==> src/rtl/spiflash_wb_pkg.sv <==
// Shared constants, state encoding and helpers for the SPI flash Wishbone reader.
package spiflash_wb_pkg;

  localparam logic [7:0] READ_OPCODE    = 8'h03;
  localparam int         FRAME_BITS     = 64;
  localparam logic [5:0] LAST_BIT       = 6'(FRAME_BITS - 1);
  localparam logic [5:0] DATA_START_BIT = 6'd32;

  typedef enum logic [2:0] {
    ST_IDLE     = 3'd0,
    ST_CS_SETUP = 3'd1,
    ST_SHIFT    = 3'd2,
    ST_CS_HOLD  = 3'd3,
    ST_ACK      = 3'd4,
    ST_GAP      = 3'd5
  } state_t;

  // First byte off the wire lands in the least significant byte of the word.
  function automatic logic [31:0] byte_swap(input logic [31:0] w);
    return {w[7:0], w[15:8], w[23:16], w[31:24]};
  endfunction

endpackage

==> src/rtl/spi_sclk_gen.sv <==
// Mode-0 SCLK divider: level output plus strobes marking the edge on which SCLK rises or falls.
module spi_sclk_gen #(
  parameter int CLK_DIV = 1
) (
  input  logic clock,
  input  logic reset_n,
  input  logic en,
  output logic sclk,
  output logic rise,
  output logic fall
);

  localparam logic [7:0] DIV_LAST = 8'(CLK_DIV - 1);

  logic [7:0] div_r;
  logic       sclk_r;
  logic       wrap_s;

  assign wrap_s = en && (div_r == DIV_LAST);
  assign rise   = wrap_s && !sclk_r;
  assign fall   = wrap_s && sclk_r;
  assign sclk   = sclk_r;

  // Half-period counter; SCLK parks low whenever the generator is disabled.
  always_ff @(posedge clock or negedge reset_n) begin
    if (!reset_n) begin
      div_r  <= 8'd0;
      sclk_r <= 1'b0;
    end else if (!en) begin
      div_r  <= 8'd0;
      sclk_r <= 1'b0;
    end else if (wrap_s) begin
      div_r  <= 8'd0;
      sclk_r <= ~sclk_r;
    end else begin
      div_r  <= div_r + 8'd1;
    end
  end

endmodule

==> src/rtl/spiflash_wb_reader.sv <==
// Wishbone classic read-only slave fetching each 32-bit word from SPI NOR flash with one READ command.
module spiflash_wb_reader
  import spiflash_wb_pkg::*;
#(
  parameter int CLK_DIV        = 1,
  parameter int ADDR_BITS      = 24,
  parameter int CS_HIGH_CYCLES = 2
) (
  input  logic        clock,
  input  logic        reset_n,
  input  logic [31:0] wb_adr_i,
  output logic [31:0] wb_dat_o,
  input  logic [3:0]  wb_sel_i,
  input  logic        wb_we_i,
  input  logic        wb_cyc_i,
  input  logic        wb_stb_i,
  output logic        wb_ack_o,
  output logic        wb_err_o,
  output logic        spi_cs,
  output logic        spi_sclk,
  output logic        spi_mosi,
  input  logic        spi_miso
);

  localparam logic [7:0] DIV_LAST = 8'(CLK_DIV - 1);
  localparam logic [7:0] GAP_LAST = 8'(CS_HIGH_CYCLES - 1);

  state_t      state_r, state_s;
  logic [7:0]  wait_r;
  logic [5:0]  bit_r;
  logic [63:0] tx_r;
  logic [31:0] rx_r;
  logic [31:0] dat_r;
  logic        cs_r, mosi_r, ack_r, err_r;
  logic        sclk_en_s, rise_s, fall_s, sclk_s;
  logic        req_s, frame_done_s, wait_done_s;
  logic [7:0]  wait_last_s;
  logic        unused_s;

  assign unused_s     = ^{wb_sel_i, wb_adr_i[31:ADDR_BITS], wb_adr_i[1:0]};
  assign req_s        = wb_cyc_i & wb_stb_i;
  assign sclk_en_s    = (state_r == ST_SHIFT);
  assign frame_done_s = fall_s && (bit_r == LAST_BIT);
  assign wait_last_s  = (state_r == ST_GAP) ? GAP_LAST : DIV_LAST;
  assign wait_done_s  = (wait_r == wait_last_s);

  spi_sclk_gen #(.CLK_DIV(CLK_DIV)) u_sclk_gen (
    .clock   (clock),
    .reset_n (reset_n),
    .en      (sclk_en_s),
    .sclk    (sclk_s),
    .rise    (rise_s),
    .fall    (fall_s)
  );

  // State register.
  always_ff @(posedge clock or negedge reset_n) begin
    if (!reset_n) begin
      state_r <= ST_IDLE;
    end else begin
      state_r <= state_s;
    end
  end

  // Next-state logic; writes skip the flash and go straight to the CS gap.
  always_comb begin
    state_s = state_r;
    case (state_r)
      ST_IDLE: begin
        if (req_s && wb_we_i) state_s = ST_GAP;
        else if (req_s)       state_s = ST_CS_SETUP;
        else                  state_s = ST_IDLE;
      end
      ST_CS_SETUP: begin
        if (wait_done_s) state_s = ST_SHIFT;
        else             state_s = ST_CS_SETUP;
      end
      ST_SHIFT: begin
        if (frame_done_s) state_s = ST_CS_HOLD;
        else              state_s = ST_SHIFT;
      end
      ST_CS_HOLD: begin
        if (wait_done_s) state_s = ST_ACK;
        else             state_s = ST_CS_HOLD;
      end
      ST_ACK:  state_s = ST_GAP;
      ST_GAP: begin
        if (wait_done_s) state_s = ST_IDLE;
        else             state_s = ST_GAP;
      end
      default: state_s = ST_IDLE;
    endcase
  end

  // Datapath: shift registers, bit counter, wait counter and registered bus/pin outputs.
  always_ff @(posedge clock or negedge reset_n) begin
    if (!reset_n) begin
      wait_r <= 8'd0;
      bit_r  <= 6'd0;
      tx_r   <= 64'd0;
      rx_r   <= 32'd0;
      dat_r  <= 32'd0;
      cs_r   <= 1'b1;
      mosi_r <= 1'b0;
      ack_r  <= 1'b0;
      err_r  <= 1'b0;
    end else begin
      ack_r <= 1'b0;
      err_r <= 1'b0;
      if (state_s != state_r) wait_r <= 8'd0;
      else                    wait_r <= wait_r + 8'd1;
      case (state_r)
        ST_IDLE: begin
          if (req_s && wb_we_i) begin
            err_r <= 1'b1;
          end else if (req_s) begin
            tx_r   <= {READ_OPCODE, wb_adr_i[ADDR_BITS-1:2], 2'b00, 32'd0};
            mosi_r <= READ_OPCODE[7];
            cs_r   <= 1'b0;
            bit_r  <= 6'd0;
          end
        end
        ST_SHIFT: begin
          if (rise_s && (bit_r >= DATA_START_BIT)) begin
            rx_r <= {rx_r[30:0], spi_miso};
          end
          if (fall_s) begin
            bit_r  <= bit_r + 6'd1;
            tx_r   <= {tx_r[62:0], 1'b0};
            mosi_r <= tx_r[62];
          end
        end
        ST_CS_HOLD: begin
          // An abandoned cycle still finishes the frame but its word is dropped.
          if (wait_done_s) begin
            cs_r <= 1'b1;
            if (req_s) begin
              ack_r <= 1'b1;
              dat_r <= byte_swap(rx_r);
            end
          end
        end
        default: begin
        end
      endcase
    end
  end

  assign wb_dat_o = dat_r;
  assign wb_ack_o = ack_r;
  assign wb_err_o = err_r;
  assign spi_cs   = cs_r;
  assign spi_sclk = sclk_s;
  assign spi_mosi = mosi_r;

endmodule
==> config.mk <==
export PLATFORM = sky130hd
export DESIGN_NAME = spiflash_wb_reader
export DESIGN_NICKNAME = d
export VERILOG_FILES = /design/src/rtl/spiflash_wb_pkg.sv /design/src/rtl/spi_sclk_gen.sv /design/src/rtl/spiflash_wb_reader.sv
export SDC_FILE = /design/constraint.sdc
export NUM_CORES = 1
export LEC_CHECK = 0
export CAP_MARGIN = 40
export CORE_MARGIN = 5
export CORE_UTILIZATION = 45
export CTS_BUF_LIST = sky130_fd_sc_hd__clkbuf_2
export CTS_CLUSTER_DIAMETER = 150
export DETAILED_ROUTE_END_ITERATION = 10
export PLACE_DENSITY = 0.66
export SKIP_LAST_GASP = 1
export SYNTH_ARGS = -nofsm -noshare
export SYNTH_HDL_FRONTEND = slang
export SYNTH_HIERARCHICAL = 1
export SYNTH_SLANG_ARGS = --single-unit
==> constraint.sdc <==
create_clock -name clock -period 8.6 [get_ports clock]
set_clock_uncertainty 0.1 [all_clocks]
set_input_delay 0.86 -clock clock [delete_from_list [all_inputs] [get_ports clock]]
set_output_delay 0.86 -clock clock [all_outputs]
set_load 0.01 [all_outputs]
==> flow_summary.json <==
{
  "status": "complete, no violations",
  "drt-vias-per-instance": 5.04,
  "tritoncts": "yes",
  "dp.cells": 611,
  "global_route.overflow_total": 0,
  "timing_worst_slew_pin_value_ns": 0.887,
  "finalSetupViolCount": 0,
  "drive_above_1_share_pct": 21.4,
  "synth.cells.most_frequent": "sky130_fd_sc_hd__dfrtp_1 (122), sky130_fd_sc_hd__mux2_2 (64), sky130_fd_sc_hd__nand2_1 (41)",
  "number_of_nets_in_the_layout": 534,
  "grt_antenna_before_repair": 1,
  "clock-root-buffer": "sky130_fd_sc_hd__clkbuf_2",
  "post_synth_mux_area_share_pct": 18.1,
  "grt_first_pass_wirelength_um": 15200,
  "die_y_um": 117,
  "starting_utilization_of_the_core_area_pct": 45.5,
  "synth_top_family_by_area": "multiplexers",
  "x_dimension_of_the_die_um": 117,
  "most_numerous_cell_in_the_yosys_netlist": "sky130_fd_sc_hd__dfrtp_1",
  "timing.critical_path.required_ns": 9.06,
  "synth-adder-area-share_pct": 1.21,
  "synth_compound_gate_area_share_pct": 6.39,
  "clkSlewWorstSetupHoldPaths_ns": 0.19,
  "clock_latency_on_the_worst_skew_pair_ns": 0.62,
  "finish.cell_count_without_fillers": 644,
  "clk_buf_depth": 2,
  "synth_top_cell_area_share_pct": 59.2,
  "drt-initial-drc-count": 105,
  "drt_wl_total_um": 8910,
  "post-cts-setup-buffer-count": 0,
  "crit_arrival_ns": 4.36,
  "detail_route.first_pass.iterations": 4,
  "standard_cell_core_area_um2": 11300,
  "drv.max_cap_violation_count": 0,
  "number_of_synthesized_flops_with_an_enable_pin": 0,
  "clock_sink_count": 123,
  "sort_of_element_at_the_start_of_the_critical_path": "flop",
  "ys_top_cells_by_area": "sky130_fd_sc_hd__dfrtp_1 (59%), sky130_fd_sc_hd__mux2_2 (14%), sky130_fd_sc_hd__mux2i_1 (4.1%)",
  "synthFlopType": "sky130_fd_sc_hd__dfrtp_1",
  "critical_path_class": "flop to flop",
  "synth_area_leader_cell": "sky130_fd_sc_hd__dfrtp_1",
  "fill_cells": 1012,
  "largest_fanout_on_the_critical_path": 68,
  "finalHoldWorstSlack_ns": 0.154,
  "cts-buffers-inserted": 17,
  "synth-xor-area-share_pct": 1.70,
  "fp-row-count": 39,
  "cts_max_level": 4,
  "vdd.ir_drop.worst_mv": 0.0906,
  "achievable-frequency_mhz": 256,
  "gpl.final_weighted_congestion": 0.828,
  "cp-end-kind": "flop",
  "postCtsResizedCells": 0,
  "final_min_period_over_clock_period_pct": 45.4,
  "detail_route.wl_per_cell_um": 13.8,
  "all_layer_gr_usage_pct": 14.1,
  "antenna_left": 0,
  "finalHoldViolCount": 0,
  "dieArea_um2": 13700,
  "routed-via-count": 3245,
  "io-pin-count": 79,
  "drc_violations": 0,
  "area_delta_synth_final_pct": 19.1,
  "dpl_cell_area_um2": 5930,
  "post_synth_and_or_nand_nor_area_fraction_pct": 9.81,
  "slew_violations": 0,
  "post_detail_place_hpwl_um": 5890,
  "synth_area_per_cell_um2": 12.3,
  "syn-num-nets": 466,
  "synth-seq-area-share_pct": 59.7,
  "synthDistinctLibCells": 41,
  "layout.area.seq_um2": 3080,
  "grt_max_degree": 69,
  "final_design_area_no_fill_um2": 6140,
  "min_path_type": "primary input to asynchronous set/reset pin",
  "pwr_density_cell_nw_per_um2": 209,
  "ys.warnings.count": 6,
  "setup_tns_ns": 0,
  "area_taken_by_multi_input_logic_gates_um2": 1920,
  "numPortBuffers": 64,
  "min_period_ns": 3.91,
  "rsz0062_at_grt": "no",
  "async_flop_share_pct": 100,
  "post_cts_hold_buffer_count": 0,
  "grt_pass1_vias": 3259,
  "synthesis.area_um2": 5150,
  "tightest_slew_margin_relative_to_the_limit_pct": 40.3,
  "yosys_register_bits": 123,
  "synthesis.instances": 419,
  "cellLeakagePower_nw": 2.87
}
cell usage in the layout, fill, tap and decap left out, drive strengths merged, types with 2 or more instances in the layout:
master	n
and3	2
o31ai	2
xnor2	2
mux2	64
nor4	4
clkinv	4
nand3	15
dfrtp	122
o21ai	36
nor3	5
or3	9
or4	2
nor2	15
clkinvlp	5
a21oi	11
clkbuf	18
ha	5
and2	2
nand2	41
inv	22
mux2i	21
clkdlybuf4s50	63
or3b	2
xor2	8
buf	5
per-stage QoR:
step	total power [mW]	util (%)	worst slack [ns]
2_1_floorplan	0.909	-	5.72
3_3_place_gp	0.975	52.2	4.87
3_5_place_dp	0.989	52.4	4.73
4_1_cts	1.31	54.2	4.69
5_1_grt	1.38	54.2	4.42
6_report	1.28	54.2	4.69
kinds of logic (layout without fill, tap and decap cells):
logic type | after synthesis | count (layout)
simple gates | 103 | 103
fa+ha+maj | 5 | 5
buf+inv | 36 | 117
flops | 123 | 123
mux | 85 | 85
compound gates | 57 | 57
xor+xnor | 10 | 10
other cells | 0 | 1
registers in the layout, summed over array words and instances, names as in the netlist:
register          flops
bit_r                 6
rx_r                 32
spi_cs                1
spi_mosi              1
state_r               3
tx_r                 29
u_sclk_gen/div_r      8
u_sclk_gen/sclk       1
wait_r                8
wb_ack_o              1
wb_dat_o             32
wb_err_o              1
where the power goes:
part	switching (mW)	internal, mW
Combinational	0.128	0.113
Clock	0.228	0.0819
Sequential	0.0655	0.665
worst max-delay path: stages (launching register included):
cell and delay (ns):
sky130_fd_sc_hd__dfrtp_1 0.54, sky130_fd_sc_hd__or3b_1 0.51, sky130_fd_sc_hd__clkinv_2 0.49, sky130_fd_sc_hd__inv_1 0.19
sky130_fd_sc_hd__nor4_1 0.81, sky130_fd_sc_hd__a22oi_2 0.16, sky130_fd_sc_hd__buf_4 0.34, sky130_fd_sc_hd__or4_1 0.55
sky130_fd_sc_hd__a21oi_1 0.15
cell type report:
class | instances | area share [%]
clock buffers | 18 | 1.47
well taps | 143 | 2.91
repair buffers | 68 | 11.2
inverters | 17 | 1.06
clock inverters | 14 | 1.85
flip-flops and latches | 123 | 50.2
multi-input cells | 260 | 31.3
diodes | 1 | 0.0408
routing by layer:
| metal | vias to the layer above | part of all wire [%] | wire length, µm | GRT usage [%] |
|---|---|---|---|---|
| li1 | 1606 | - | - | - |
| met1 | 1582 | 46 | 4140 | 18.4 |
| met2 | 50 | 49 | 4350 | 22.4 |
| met3 | 7 | 3.7 | 329 | 4.32 |
| met4 | 0 | 1.0 | 91 | 5.28 |
| met5 | - | 0 | 0 | 0 |
path summary, 6_finish.rpt:
check	depth (start not counted)	slack (ns)	startpoint	to
worst max-delay path	8	4.69	state_r[2]$_DFF_PN0_	bit_r[5]$_DFFE_PN0P_
min in group clock	2	0.41	tx_r[49]$_DFFE_PN0P_	tx_r[49]$_DFFE_PN0P_
worst max register to register	8	4.69	state_r[2]$_DFF_PN0_	bit_r[5]$_DFFE_PN0P_
max in group asynchronous	2	6.91	reset_n	u_sclk_gen/sclk$_DFFE_PN0P_
worst min-delay path	1	0.15	reset_n	state_r[1]$_DFF_PN0_
worst min register to register	2	0.41	tx_r[49]$_DFFE_PN0P_	tx_r[49]$_DFFE_PN0P_
(Power assumes the default switching activity.)
